==> src/rtl/frac_pkg.sv <==
// Shared defaults and encodings for the fractal frame scheduler.
// The pixel address is the {row,col} pair, so its width is twice the per-axis width.
package frac_pkg;

    localparam int FRAC_N       = 32;
    localparam int FRAC_M       = 4;
    localparam int FRAC_AW      = 10;
    localparam int FRAC_NUM_ENG = 4;

    typedef enum logic [1:0] {
        ST_IDLE  = 2'd0,
        ST_RUN   = 2'd1,
        ST_DRAIN = 2'd2
    } sched_state_t;

    function automatic int pix_aw(input int aw);
        return 2 * aw;
    endfunction

endpackage

==> src/rtl/frac_sched_rr_arb.sv <==
// Round-robin arbiter: one-hot grant to the first request at or after the pointer.
// When adv is high, the pointer moves to one past the granted requester.
module rr_arb #(
    parameter int NUM = 4
) (
    input  logic           frac_clk,
    input  logic           frac_rst,
    input  logic [NUM-1:0] req,
    input  logic           adv,
    output logic [NUM-1:0] gnt
);

    localparam int PW = (NUM > 1) ? $clog2(NUM) : 1;

    logic [PW-1:0] ptr;
    logic [PW-1:0] ptr_nxt;
    logic [PW-1:0] cand_idx;
    logic          hit;
    int            cand;

    always_comb begin
        gnt      = '0;
        ptr_nxt  = ptr;
        hit      = 1'b0;
        cand     = 0;
        cand_idx = '0;
        for (int i = 0; i < NUM; i++) begin
            cand = int'(ptr) + i;
            if (cand >= NUM) begin
                cand = cand - NUM;
            end
            cand_idx = PW'(cand);
            if (!hit && req[cand_idx]) begin
                hit           = 1'b1;
                gnt[cand_idx] = 1'b1;
                ptr_nxt       = (cand == NUM - 1) ? '0 : PW'(cand + 1);
            end
        end
    end

    always_ff @(posedge frac_clk or posedge frac_rst) begin
        if (frac_rst) begin
            ptr <= '0;
        end else if (adv) begin
            ptr <= ptr_nxt;
        end
    end

endmodule

==> src/rtl/frac_sched.sv <==
// Frame scheduler: walks the pixel grid in raster order, dispatches coordinates to a pool of
// frac_calc engines and streams one {row,col}/found result per pixel, possibly out of order.
//
// state    | meaning
// ST_IDLE  | waiting for start; config inputs latched on start
// ST_RUN   | dispatching pixels, at most one per cycle, while collecting results
// ST_DRAIN | all pixels dispatched; waiting for engines free and output register empty
module frac_sched
    import frac_pkg::*;
#(
    parameter int N       = FRAC_N,
    parameter int M       = FRAC_M,
    parameter int NUM_ENG = FRAC_NUM_ENG,
    parameter int AW      = FRAC_AW
) (
    input  logic                  frac_clk,
    input  logic                  frac_rst,
    input  logic                  start,
    input  logic [N-1:0]          x0,
    input  logic [N-1:0]          y0,
    input  logic [N-1:0]          dx,
    input  logic [N-1:0]          dy,
    input  logic [AW-1:0]         h_size,
    input  logic [AW-1:0]         v_size,
    input  logic [15:0]           max_iter,
    output logic                  busy,
    output logic                  frame_done,
    output logic [NUM_ENG-1:0]    eng_go,
    output logic [N-1:0]          eng_cx,
    output logic [N-1:0]          eng_cy,
    output logic [15:0]           eng_iter,
    input  logic [NUM_ENG-1:0]    eng_done,
    input  logic [NUM_ENG-1:0]    eng_found,
    output logic                  pix_valid,
    input  logic                  pix_ready,
    output logic [pix_aw(AW)-1:0] pix_addr,
    output logic                  pix_found
);

    localparam int PAW = pix_aw(AW);

    if (M < 1 || M >= N || NUM_ENG < 1 || NUM_ENG > 16) begin : g_bad_cfg
        $error("frac_sched: unsupported parameter set");
    end

    sched_state_t state, state_nxt;

    logic [N-1:0]       x0_q, dx_q, dy_q, cur_cx, cur_cy;
    logic [AW-1:0]      h_q, v_q, col, row;
    logic [NUM_ENG-1:0] eng_busy, req_d, req_c, gnt_d, gnt_c;
    logic [PAW-1:0]     tag [NUM_ENG];
    logic [PAW-1:0]     col_tag;
    logic               col_found;
    logic               run_en, load_cfg, empty_cfg, drain_ok, out_free;
    logic               dispatch, collect, last_pix;

    always_ff @(posedge frac_clk or posedge frac_rst) begin
        if (frac_rst) begin
            state <= ST_IDLE;
        end else begin
            state <= state_nxt;
        end
    end

    always_comb begin
        state_nxt = state;
        case (state)
            ST_IDLE:  if (start && !empty_cfg)   state_nxt = ST_RUN;
            ST_RUN:   if (dispatch && last_pix)  state_nxt = ST_DRAIN;
            ST_DRAIN: if (drain_ok)              state_nxt = ST_IDLE;
            default:                             state_nxt = ST_IDLE;
        endcase
    end

    always_comb begin
        busy     = (state != ST_IDLE);
        run_en   = (state == ST_RUN);
        load_cfg = (state == ST_IDLE) && start;
        drain_ok = (state == ST_DRAIN) && (eng_busy == '0) && !pix_valid;
    end

    assign empty_cfg = (h_size == '0) || (v_size == '0);
    assign out_free  = !pix_valid || pix_ready;
    assign last_pix  = (col == h_q - 1'b1) && (row == v_q - 1'b1);

    // eng_done from an engine's previous job may still be high in its go cycle; mask it.
    assign req_d    = run_en ? ~eng_busy : '0;
    assign req_c    = out_free ? (eng_busy & eng_done & ~eng_go) : '0;
    assign dispatch = |gnt_d;
    assign collect  = |gnt_c;

    rr_arb #(.NUM(NUM_ENG)) u_arb_go (
        .frac_clk (frac_clk),
        .frac_rst (frac_rst),
        .req      (req_d),
        .adv      (dispatch),
        .gnt      (gnt_d)
    );

    rr_arb #(.NUM(NUM_ENG)) u_arb_col (
        .frac_clk (frac_clk),
        .frac_rst (frac_rst),
        .req      (req_c),
        .adv      (collect),
        .gnt      (gnt_c)
    );

    always_comb begin
        col_tag   = '0;
        col_found = 1'b0;
        for (int i = 0; i < NUM_ENG; i++) begin
            if (gnt_c[i]) begin
                col_tag   = tag[i];
                col_found = eng_found[i];
            end
        end
    end

    always_ff @(posedge frac_clk or posedge frac_rst) begin
        if (frac_rst) begin
            x0_q       <= '0;
            dx_q       <= '0;
            dy_q       <= '0;
            h_q        <= '0;
            v_q        <= '0;
            cur_cx     <= '0;
            cur_cy     <= '0;
            col        <= '0;
            row        <= '0;
            eng_iter   <= '0;
            eng_go     <= '0;
            eng_cx     <= '0;
            eng_cy     <= '0;
            eng_busy   <= '0;
            frame_done <= 1'b0;
            pix_valid  <= 1'b0;
            pix_addr   <= '0;
            pix_found  <= 1'b0;
            for (int i = 0; i < NUM_ENG; i++) begin
                tag[i] <= '0;
            end
        end else begin
            frame_done <= drain_ok || (load_cfg && empty_cfg);
            eng_go     <= gnt_d;
            eng_busy   <= (eng_busy | gnt_d) & ~gnt_c;

            if (load_cfg) begin
                x0_q     <= x0;
                dx_q     <= dx;
                dy_q     <= dy;
                h_q      <= h_size;
                v_q      <= v_size;
                eng_iter <= max_iter;
                cur_cx   <= x0;
                cur_cy   <= y0;
                col      <= '0;
                row      <= '0;
            end else if (dispatch) begin
                eng_cx <= cur_cx;
                eng_cy <= cur_cy;
                if (col == h_q - 1'b1) begin
                    col    <= '0;
                    cur_cx <= x0_q;
                    row    <= row + 1'b1;
                    cur_cy <= cur_cy + dy_q;
                end else begin
                    col    <= col + 1'b1;
                    cur_cx <= cur_cx + dx_q;
                end
            end

            for (int i = 0; i < NUM_ENG; i++) begin
                if (gnt_d[i]) begin
                    tag[i] <= {row, col};
                end
            end

            if (collect) begin
                pix_valid <= 1'b1;
                pix_addr  <= col_tag;
                pix_found <= col_found;
            end else if (pix_ready) begin
                pix_valid <= 1'b0;
            end
        end
    end

endmodule

==> config.mk <==
export PLATFORM = sky130hd
export DESIGN_NAME = frac_sched
export DESIGN_NICKNAME = d
export VERILOG_FILES = /design/src/rtl/frac_pkg.sv /design/src/rtl/frac_sched_rr_arb.sv /design/src/rtl/frac_sched.sv
export SDC_FILE = /design/constraint.sdc
export NUM_CORES = 1
export LEC_CHECK = 0
export BUFFER_PORTS_ARGS = -buffer_cell sky130_fd_sc_hd__clkbuf_2
export CAP_MARGIN = 0
export CORE_MARGIN = 3
export CORE_UTILIZATION = 59
export DETAILED_ROUTE_END_ITERATION = 6
export PLACE_DENSITY = 0.81
export SETUP_SLACK_MARGIN = 0.3
export SLEW_MARGIN = 15
export SYNTH_ARGS = -nofsm -noshare
export SYNTH_HDL_FRONTEND = slang
export SYNTH_SLANG_ARGS = --single-unit
==> constraint.sdc <==
create_clock -name frac_clk -period 15.1 [get_ports frac_clk]
set_clock_uncertainty 0.15 [all_clocks]
set_input_delay 1.51 -clock frac_clk [delete_from_list [all_inputs] [get_ports frac_clk]]
set_output_delay 1.51 -clock frac_clk [all_outputs]
set_load 0.05 [all_outputs]
==> results.yml <==
outcome:
  status: "complete, no violations"
synthesis:
  synthDominantCellAreaShare_pct: 46.8
  synth_edf_count: 0
  synth_area_um2: 21200
  yosys_warnings: 0
  synthTopCellsByArea: "dfrtp_1 47%, nand2_1 13%, ha_1 4.8%"
  synth_ff_type: "dfrtp_1"
  synthesis.nets: 2589
  async_flop_share_pct: 100
  netlist_instances: 2329
  ys_ff_latch: 397
  ys_seq_area_share_pct: 46.8
  yosys.area.top_type: "dfrtp_1"
  synthDistinctLibCells: 84
  syn_area_per_cell_um2: 9.11
floorplanning:
  ios: 284
  num_rows: 68
  die_h_um: 196
  initial_core_util_pct: 60.6
  die_w_um: 196
  dieArea_um2: 38300
  core_um2: 35000
global_routing:
  first_global_vias: 18600
  grt_usage_pct: 29.5
  grt_pass1_wl_mm: 93.6
  grt_antenna_before_repair: 7
  grt_max_degree: 139
  overflow: 0
power:
  total_power_uw: 6520
  combPwrFrac_pct: 56.6
  power.internal_uw: 3420
  swShare_pct: 47.5
  worst_ir_drop_vdd_mv: 0.264
  power_switching_uw: 3100
  leakage_uw: 0.0120
  seqPwrFrac_pct: 28.1
  powerDensity_nw_per_um2: 270
  p_clk_share_pct: 15.3
timing:
  rsz0062_at_grt: "false"
  period_share_pct: 34.0
  finalSetupTns_ns: 0
  fmax_mhz: 195
  fin_crit_ns: 5.14
  maxSlewViolCount: 0
  setup_viol_count_final: 0
  hold_viol: 0
  max-slew-margin-rel_pct: 22.9
  worstMarginPinSlew_ns: 1.16
clocking:
  clk_pin_slew_ns: 0.06
  root_buffer: "clkbuf_16"
  insertion_delay_ns: 0.55
  cts-resized-gates: 0
  htree_levels: 2
  cts_buffers: 41
  hold_buffers: 0
  cts_tree: "done"
  clockBufferDepth: 3
  post_cts_buffers: 0
  clock-sinks: 397
detailed_routing:
  drc: 0
  ant_nets: 0
  drt_iter0_drc: 1259
  dr.pass1.iters: 6
  viasPerCell: 6.01
  routed_wl_mm: 57.0
  vias: 18200
  routedWlPerCell_um: 18.8
finish:
  nets: 2807
  layout.cells.most_common_list: "719 x nand2_1, 397 x dfrtp_1, 283 x clkbuf_2"
  areaGrowthSynthToFinish_pct: 13.8
  drive_above_1_share_pct: 19.1
  n_fill_cell: 2705
  layout_commonest_cell: "nand2_1"
worst_setup_path:
  critPathArrivalTime_ns: 5.48
  crit_path_end_kind: "flip-flop"
  r2r_cells: 13
  cp-start-kind: "flip-flop"
  r2r_slack_ns: 9.96
  required_ns: 15.44
  crit_fanout: 72
  rr_startpoint: "u_arb_go.ptr[0]"
  crit_type: "flip-flop to flip-flop"
  r2r-end: "cur_cx[31]"
flow_run:
  drv_cap: 0
place:
  place.gp.congestion: 0.908
  port_buffers: 283
  dp_hpwl_mm: 38.7
min_path:
  holdPathStages: 2
  min_to: "x0_q[26]"
  holdCritStartpoint: "x0_q[26]"
  hold_class: "flip-flop to flip-flop"
[routing by layer]
| layer | up-vias | track usage [%] | routed length (um) | share of wire [%] |
|---|---|---|---|---|
| li1 | 8482 | - | - | - |
| met1 | 8892 | 38.7 | 23700 | 42 |
| met2 | 695 | 50.1 | 27900 | 49 |
| met3 | 125 | 4.97 | 3700 | 6.5 |
| met4 | 6 | 10.0 | 1630 | 2.9 |
| met5 | - | 0 | 45 | 0.079 |
[kinds of logic (layout without fill, tap and decap cells)]
family / after synthesis / count (layout) / synth area share, %
buf+inv: 177 / 418 / 3.50
simple gates: 1059 / 1059 / 21.5
flops: 397 / 397 / 46.8
mux: 91 / 91 / 5.12
compound gates: 436 / 436 / 14.5
fa+ha+maj: 84 / 84 / 5.03
xor+xnor: 85 / 85 / 3.51
other cells: 0 / 4 / 0
[flip-flops by register name (all words and copies together) (netlist names), 4 cells and up]
name and cells:
dy_q 32, eng_cx 32, cur_cy 32, dx_q 32, eng_iter 16, x0_q 32, eng_cy 32, eng_go 4
pix_addr 20, v_q 10, cur_cx 32, tag 80, h_q 10, col 10, row 10, eng_busy 4
[power groups by stage]
stage	sequential, uW	clock (uW)	combinational [uW]
2_1_floorplan	2120	0	2540
3_3_place_gp	1820	0	3520
3_5_place_dp	1830	0	3640
4_1_cts	1820	1010	3670
5_1_grt	1870	1050	4060
6_report	1830	997	3690
[critical path, cell delays in order (launching register included)]
cell and delay (ns):
dfrtp_1 0.56, inv_1 0.23, ha_1 0.51, mux4_2 0.62, nand3b_1 0.20, a21oi_1 0.21, a221oi_2 0.05, buf_4 0.26
nand4_1 0.13, buf_4 0.63, buf_4 0.51, nand2_1 0.30, or4b_1 0.61, nand3_1 0.08
[worst max path at each step]
stage / endpoint / startpoint / slack [ns] / cells after the start
floorplan: col[0] / frac_rst / 2.40 / 1
global placement: cur_cx[31] / u_arb_go.ptr[0] / 10.19 / 13
detailed placement: cur_cx[31] / u_arb_go.ptr[0] / 9.96 / 13
CTS: cur_cx[31] / u_arb_go.ptr[0] / 9.96 / 13
global route: cur_cx[31] / u_arb_go.ptr[0] / 9.62 / 13
finish: cur_cx[31] / u_arb_go.ptr[0] / 9.96 / 13
[cell usage after synthesis (7+ instances only)]
library cell	count
a211oi_1	21
nor2b_1	10
nand3_1	32
or3_1	12
xnor2_1	56
a22oi_1	13
nor3_1	32
inv_1	45
a21oi_1	79
nand3b_1	16
o21ai_1	7
dfrtp_1	397
a211o_1	8
and3_1	27
o21ai_0	79
o21a_1	12
a221oi_1	23
mux2_2	79
o2111ai_1	7
a22oi_2	17
and2_1	7
a21boi_0	7
clkbuf_1	94
nor2_1	126
nand4_1	8
nand2b_1	19
a21o_1	20
a31oi_1	30
buf_1	8
xor2_1	29
o31ai_1	28
buf_2	21
o211ai_1	18
nand2_1	720
nor4_1	16
a311o_1	10
ha_1	82
[final cells by class]
class,count,area [um^2],area share [%]
multi-input cells,1755,10600,43.7
flip-flops and latches,397,9930,41.2
repair buffers,307,1600,6.61
clock buffers,60,1210,5.01
well taps,455,569,2.36
inverters,45,176,0.731
clock inverters,6,91.3,0.378
diodes,4,10.0,0.0415
[through the flow]
stage,instances,hold slack [ns],setup slack [ns],utilization (%),area (um^2)
global route,3029,0.334,9.62,69.0,24100
finish,3029,0.319,9.96,69.0,24100
detailed placement,2959,0.306,9.96,65.3,22800
global placement,2959,0.296,10.19,65.3,22800
floorplan,2329,0.277,2.40,-,21200
CTS,3025,0.321,9.96,69.0,24100
Note: power is estimated with default switching activity, not from simulation.
